<file path="config.mk">
export PLATFORM = sky130hd
export DESIGN_NAME = uart_rx_module
export DESIGN_NICKNAME = d
export VERILOG_FILES = /design/src/rtl/uart_pkg.sv /design/src/rtl/sync_2ff_edge.sv /design/src/rtl/uart_rx_module.sv
export SDC_FILE = /design/constraint.sdc
export NUM_CORES = 1
export LEC_CHECK = 0
export CAP_MARGIN = 20
export CORE_MARGIN = 2
export CORE_UTILIZATION = 55
export CTS_CLUSTER_DIAMETER = 200
export DETAILED_ROUTE_END_ITERATION = 8
export MAX_ROUTING_LAYER = met4
export PLACE_DENSITY = 0.8
export SLEW_MARGIN = 20
export SYNTH_ARGS = -nofsm -noshare
export SYNTH_HDL_FRONTEND = slang
export SYNTH_SLANG_ARGS = --single-unit
</file>
<file path="constraint.sdc">
create_clock -name clk -period 3 [get_ports clk]
set_clock_uncertainty 0.2 [all_clocks]
set_input_delay 0.6 -clock clk [delete_from_list [all_inputs] [get_ports clk]]
set_output_delay 0.6 -clock clk [all_outputs]
set_load 0.05 [all_outputs]
</file>
<file path="src/rtl/uart_pkg.sv">
// Shared types and constants for the UART receiver.
package uart_pkg;

   typedef enum logic [1:0] {
      IDLE  = 2'd0,
      START = 2'd1,
      DATA  = 2'd2,
      STOP  = 2'd3
   } rx_state_t;

   localparam int unsigned UART_CLK_DIV_DEFAULT = 32'd868;

endpackage

</file>
<file path="src/rtl/sync_2ff_edge.sv">
// Two-flop synchronizer for the serial line plus a history flop for falling-edge detection.
module sync_2ff_edge (
   input  logic clk,
   input  logic reset,
   input  logic rx,
   output logic rx_sync,
   output logic fall_edge
);

   logic meta;
   logic sync_ff;
   logic prev;

   // Flops preset to the idle-high level so reset never fabricates an edge.
   always_ff @(posedge clk) begin
      if (reset) begin
         meta    <= 1'b1;
         sync_ff <= 1'b1;
         prev    <= 1'b1;
      end else begin
         meta    <= rx;
         sync_ff <= meta;
         prev    <= sync_ff;
      end
   end

   assign rx_sync   = sync_ff;
   assign fall_edge = prev & ~sync_ff;

endmodule

</file>
<file path="src/rtl/uart_rx_module.sv">
// 8N1 UART receiver with valid/ready output holding register, framing and overrun pulses.
module uart_rx_module
   import uart_pkg::*;
#(
   parameter int unsigned CLK_DIV = UART_CLK_DIV_DEFAULT
) (
   input  logic       clk,
   input  logic       reset,
   input  logic       rx,
   output logic [7:0] data_out,
   output logic       data_valid,
   input  logic       data_ready,
   output logic       frame_err,
   output logic       overrun,
   output logic       busy
);

   localparam logic [15:0] CNT_FULL = 16'(CLK_DIV - 32'd1);
   localparam logic [15:0] CNT_HALF = 16'(CLK_DIV / 32'd2 - 32'd1);

   logic        rx_sync;
   logic        fall_edge;

   rx_state_t   state, state_nxt;
   logic [15:0] clk_cnt, clk_cnt_nxt;
   logic [2:0]  bit_cnt, bit_cnt_nxt;
   logic [7:0]  shift, shift_nxt;
   logic [7:0]  data_out_nxt;
   logic        data_valid_nxt;
   logic        frame_err_nxt;
   logic        overrun_nxt;
   logic        busy_nxt;
   logic        deliver;

   sync_2ff_edge u_sync (
      .clk       (clk),
      .reset     (reset),
      .rx        (rx),
      .rx_sync   (rx_sync),
      .fall_edge (fall_edge)
   );

   // State and output registers.
   always_ff @(posedge clk) begin
      if (reset) begin
         state      <= IDLE;
         clk_cnt    <= 16'd0;
         bit_cnt    <= 3'd0;
         shift      <= 8'd0;
         data_out   <= 8'd0;
         data_valid <= 1'b0;
         frame_err  <= 1'b0;
         overrun    <= 1'b0;
         busy       <= 1'b0;
      end else begin
         state      <= state_nxt;
         clk_cnt    <= clk_cnt_nxt;
         bit_cnt    <= bit_cnt_nxt;
         shift      <= shift_nxt;
         data_out   <= data_out_nxt;
         data_valid <= data_valid_nxt;
         frame_err  <= frame_err_nxt;
         overrun    <= overrun_nxt;
         busy       <= busy_nxt;
      end
   end

   // Next-state, bit sampling and delivery handshake.
   always_comb begin
      state_nxt      = state;
      clk_cnt_nxt    = clk_cnt;
      bit_cnt_nxt    = bit_cnt;
      shift_nxt      = shift;
      data_out_nxt   = data_out;
      data_valid_nxt = data_valid;
      frame_err_nxt  = 1'b0;
      overrun_nxt    = 1'b0;
      deliver        = 1'b0;

      case (state)
         IDLE: begin
            if (fall_edge) begin
               state_nxt   = START;
               clk_cnt_nxt = CNT_HALF;
            end else begin
               state_nxt   = IDLE;
            end
         end
         START: begin
            if (clk_cnt != 16'd0) begin
               clk_cnt_nxt = clk_cnt - 16'd1;
            end else if (!rx_sync) begin
               state_nxt   = DATA;
               clk_cnt_nxt = CNT_FULL;
               bit_cnt_nxt = 3'd0;
            end else begin
               state_nxt   = IDLE;
            end
         end
         DATA: begin
            if (clk_cnt != 16'd0) begin
               clk_cnt_nxt = clk_cnt - 16'd1;
            end else begin
               shift_nxt   = {rx_sync, shift[7:1]};
               clk_cnt_nxt = CNT_FULL;
               if (bit_cnt == 3'd7) begin
                  bit_cnt_nxt = 3'd0;
                  state_nxt   = STOP;
               end else begin
                  bit_cnt_nxt = bit_cnt + 3'd1;
               end
            end
         end
         STOP: begin
            if (clk_cnt != 16'd0) begin
               clk_cnt_nxt = clk_cnt - 16'd1;
            end else begin
               state_nxt = IDLE;
               if (rx_sync) begin
                  deliver = 1'b1;
               end else begin
                  frame_err_nxt = 1'b1;
               end
            end
         end
         default: begin
            state_nxt = IDLE;
         end
      endcase

      // A consume in the delivery cycle frees the holding register for the new byte.
      if (deliver) begin
         if (!data_valid || data_ready) begin
            data_out_nxt   = shift;
            data_valid_nxt = 1'b1;
         end else begin
            overrun_nxt    = 1'b1;
         end
      end else if (data_valid && data_ready) begin
         data_valid_nxt = 1'b0;
      end else begin
         data_valid_nxt = data_valid;
      end

      busy_nxt = (state_nxt != IDLE);
   end

endmodule

</file>
# Yosys cells after proc, flatten, opt, wreduce, memory -nomap -nowiden

Index checks and enable logic that the tools add are counted.

Magnitude comparators: 0
Multiply operators: 0
Shift operators: 0
Equality and inequality tests: 11
Div/mod/pow operators: 0
Muxes and demuxes: 26
Add/subtract/negate cells: 2
Reductions and logical operators: 15
Bitwise logic cells: 5

Operators by type and width:

| cell                    | number |
|---|---|
| $mux W16                | 5 |
| $pmux W16 S4            | 1 |
| $reduce_bool A16 Y1     | 1 |
| $sub A16 B1 Y16 const B | 1 |
| $mux W3                 | 4 |
| $mux W2                 | 5 |
| $ne A2 B2 Y1 const B    | 5 |
| $mux W1                 | 9 |
| $pmux W2 S4             | 1 |
| $pmux W3 S2             | 1 |
| $reduce_and A2 Y1       | 3 |
| $reduce_bool A2 Y1      | 3 |
| $eq A2 B2 Y1 const B    | 2 |
| $not A1 Y1              | 4 |
| $reduce_and A4 Y1       | 1 |
| $add A3 B1 Y3 const B   | 1 |
| $eq A3 B3 Y1 const B    | 1 |
| $ne A3 B3 Y1 const B    | 1 |
| $reduce_and A3 Y1       | 1 |
| $reduce_or A3 Y1        | 1 |
| $eq A2 B1 Y1 const B    | 1 |
| $logic_not A2 Y1        | 1 |
| $ne A2 B1 Y1 const B    | 1 |
| $reduce_or A2 Y1        | 1 |
| other kinds (4)         | 4 |

Memories: 0
Bits in writable memories: 0
Bits of input ports: 4
Register bits: 44
Logic and storage cells: 71
ROM bits: 0
Latch bits: 0
Output and inout port bits: 12

# Depth between registers and ports, before layout

Depth after elaboration: 5
Depth in mapped cells: 9
Depth with buffers taken out: 7

# Modules after synthesis

From an unflattened synthesis, not the netlist that was laid out.

Cells, all modules: 262
Area, all modules: 2,207.1 um^2

By module, submodules not included:

| module         | area each (um^2) | instances | seq. area each (um^2) | cells each |
|---|---|---|---|---|
| uart_rx_module | 2,122.0          | 1         | 820.8                 | 255 |
| sync_2ff_edge  | 85.1             | 1         | 60.1                  | 7 |

# Worst setup path after synthesis

OpenSTA, ideal clock, no wires.

Path kind: register to register
From: reg clk_cnt[4]
To: reg clk_cnt[14]
Cell stages (with the launch flop): 8
Setup slack: 0.984 ns
Data required time: 2.671 ns
Setup time: 0.129 ns
Path buffers: 2
Data arrival time: 1.688 ns
Period minus slack after synthesis: 2.016 ns
Cell sequence: dfxtp_1 -> buf_6 -> or4_4 -> buf_6 -> a2111oi_4 -> o211ai_1 -> xor2_1 -> nor2_2

Word-level cells in the longest chain between the ends: 3
Elaborated cells on any way between the ends: 9
Those cells by class: 1 x add/sub; 2 x eq/ne; 4 x mux; 2 x reduce/logical

Ends and longest elaborated chain:

| what                                                   | line                  | source |
|---|---|---|
| start, declared                                        | uart_rx_module.sv:25  | `logic [15:0] clk_cnt, clk_cnt_nxt;` |
| start signal, assigned                                 | uart_rx_module.sv:57  | `clk_cnt <= clk_cnt_nxt;` |
| $sub A16 B1 Y16 or $reduce_bool A16 Y1 (tied branches) | n/a                   |  |
| $mux W16 (tied with other cells)                       | uart_rx_module.sv:115 | `if (clk_cnt != 16'd0) begin` |
| $pmux W16 S4 or $reduce_and A3 Y1 (tied branches)      | n/a                   |  |

Several ways; a longest one is shown, not always the timed one. The select of a mux whose other input is x is not followed.
A chain may end at the register's enable or synchronous reset.

# Final worst setup path

From: reg clk_cnt[4]
To: reg clk_cnt[2]

Word-level cells in the longest chain between the ends: 3
Elaborated cells on any way between the ends: 7
Those cells by class: 2 x eq/ne; 3 x mux; 2 x reduce/logical

Ends and longest elaborated chain:

| what                                              | line                                                               | source |
|---|---|---|
| $reduce_bool A16 Y1 *                             | uart_rx_module.sv:90, uart_rx_module.sv:101, uart_rx_module.sv:115 |  |
| $mux W16 (tied with other cells)                  | uart_rx_module.sv:101                                              | `if (clk_cnt != 16'd0) begin` |
| $pmux W16 S4 or $reduce_and A3 Y1 (tied branches) | n/a                                                                |  |

Every way passes the cells marked *; elsewhere a longest branch is shown, timed or not.

==> results.json <==
{
  "ys_ff_latch": 44,
  "cts_resized": 0,
  "fin_crit_ps": 2400,
  "status": "finished clean",
  "final_common_cell": "dfxtp_1",
  "tightest_slew_ps": 607,
  "core_area_sq_um": 3740,
  "clk_pin_slew_ps": 80,
  "dp_cells": 299,
  "yosysWarnings": 0,
  "synth_area_sq_um": 2180,
  "drt_iter0_drc": 108,
  "fin_nets": 270,
  "drc_errors": 0,
  "grt_pass1_vias": 1640,
  "ir_drop_uv": 447,
  "cts_setup_buffers": 0,
  "p_leak_nw": 0.908,
  "final_area_sq_um": 2430,
  "diodes": 0,
  "wire_per_inst_um": 15.3,
  "fmax_mhz": 417,
  "clock_latency_ps": 300,
  "crit_arrival_ps": 2370,
  "synth_cell_types": 49,
  "cp.required_ps": 2970,
  "slowest_stage": "nor4_2",
  "std_cell_rows": 22,
  "htreeDepth": 2,
  "die_y_um": 66.9,
  "dp_slack_ps": 582,
  "postCtsHoldBufs": 0,
  "ant_nets": 0,
  "p_per_area_nw_per_um2": 568,
  "layout-drive-gt1-share": 0.0965,
  "seq_area_frac_synth": 0.404,
  "synthSimpleGateAreaFrac": 0.269,
  "gp_congestion": 0.846,
  "grt_max_degree": 25,
  "vias": 1845,
  "vias_per_cell": 6.01,
  "ctsRootBufferMaster": "clkbuf_8",
  "slowest_delay_ps": 520,
  "dieArea_sq_um": 4480,
  "antenna_found_initial": 0,
  "crit_chain": "nor4_2, and4_1, o22ai_1, o21ai_1, nor2_1",
  "syn_nets": 262,
  "finalHoldViolCount": 0,
  "dp_hpwl_mm": 3.24,
  "setup_tns_ps": 0,
  "numCtsBuffers": 5,
  "ys.flop_type": "dfxtp_1",
  "cts_tree": "done",
  "port_buffers": 15,
  "drv_slew": 0,
  "setup.worst_path.class": "reg2reg",
  "synth_edf_count": 0,
  "grt_usage": 0.238,
  "synth-adder-area-share": 0.0460,
  "end_kind": "flop",
  "wl_mm": 4.68,
  "area_growth_pct": 11.7,
  "synth_xor_xnor_area_share": 0.0281,
  "syn_avg_cell_area_sq_um": 8.71,
  "final_cell_mix": "44 x dfxtp_1, 28 x nor2_1, 25 x nand2_1, 19 x a21oi_1, 15 x clkdlybuf4s50_1",
  "async_flop_share": 0,
  "hp-class": "reg2reg",
  "first_pass_iters": 5,
  "startpoint_type": "flop",
  "ios": 16,
  "grt_remaining_overflow": 0,
  "cp_max_fo": 9,
  "place_area_sq_um": 2320,
  "worst_path_dominant_cell_family": "simple AND/OR/NAND/NOR gates",
  "clock-sinks": 44,
  "finalSetupViolations": 0,
  "grt_pass1_wl_mm": 7.85,
  "path_buf_inv": 0,
  "synth-compound-area-share": 0.165,
  "min_period_over_period": 0.800,
  "instances_no_fill": 307,
  "netlist_instances": 250,
  "start_util": 0.582,
  "final_util": 0.650,
  "synthMuxAreaShare": 0.0368,
  "relSlewSlack": 0.592,
  "rsz0062_at_grt": "false",
  "cts_buffer_depth": 2,
  "synth_top_family_by_area": "simple AND/OR/NAND/NOR gates",
  "setup_ws_ps": 600,
  "die_x_um": 66.9,
  "max_cap_violations": 0
}
-- per-stage QoR --
| stage | hold slack, ps | power (mW) |
|---|---|---|
| finish | 226 | 1.38 |
| global route | 239 | 1.45 |
| CTS | 226 | 1.39 |
| detailed placement | 206 | 0.928 |
| global placement | 213 | 0.923 |
| floorplan | 189 | 0.889 |
-- cell families (layout without fill, tap and decap cells) --
kind of cell,after synthesis,in the layout
flip-flops,44,44
buffers and inverters,23,32
XOR/XNOR,7,7
adder cells (fa/ha/maj),8,8
multiplexers,8,8
AO/OA/AOI/OAI,53,53
AND/OR/NAND/NOR,107,107
-- synth_stat cells, types with 3 or more instances --
master    number  area, sq um
dfxtp_1       44          881
nor2_1        28          105
nand2_1       25         93.8
a21oi_1       19         95.1
clkbuf_1       9         33.8
nor3_1         9         45.0
ha_1           8          100
mux2i_1        8         80.1
nor4_1         8         50.1
inv_1          7         26.3
o211ai_1       7         52.6
xor2_1         7         61.3
nand3_1        6         30.0
or2_2          5         31.3
nand2b_1       4         25.0
nor4_2         4         50.1
o21ai_0        3         15.0
o21ai_1        3         15.0
o22ai_1        3         18.8
or4_1          3         22.5
-- layout make-up --
type | count | area (sq um)
fill | 319 | 1310
clock buffer | 5 | 68.8
sequential | 44 | 881
multi-input combinational | 183 | 1190
timing repair buffer | 17 | 165
tap | 48 | 60.1
clock inverter | 3 | 46.3
inverter | 7 | 26.3
-- metal layers --
metal	up-vias	wire, um	GRT usage
li1	919	-	-
met1	856	2210	0.327
met2	57	2090	0.330
met3	13	254	0.0456
met4	0	125	0.125
met5	-	0	-
-- power breakdown --
group,switching (mW),internal [mW]
combinational,0.190,0.0997
clock,0.210,0.251
sequential,0.0273,0.604
-- worst paths after layout --
path	start	endpoint	slack, ps	cells after the start
worst max register to register	clk_cnt[4]	clk_cnt[2]	600	5
worst min-delay path	u_sync.meta	u_sync.rx_sync	230	1
worst min register to register	u_sync.meta	u_sync.rx_sync	230	1
worst max-delay path	clk_cnt[4]	clk_cnt[2]	600	5
-- state kept, by name, summed over array words and instances, names as in the netlist --
| register | count |
|---|---|
| bit_cnt | 3 |
| clk_cnt | 16 |
| data_valid | 1 |
| data_out | 8 |
| state | 2 |
| overrun | 1 |
| frame_err | 1 |
| busy | 1 |
| shift | 8 |
| u_sync.prev | 1 |
| u_sync.rx_sync | 1 |
| u_sync.meta | 1 |
(Power assumes the default switching activity.)
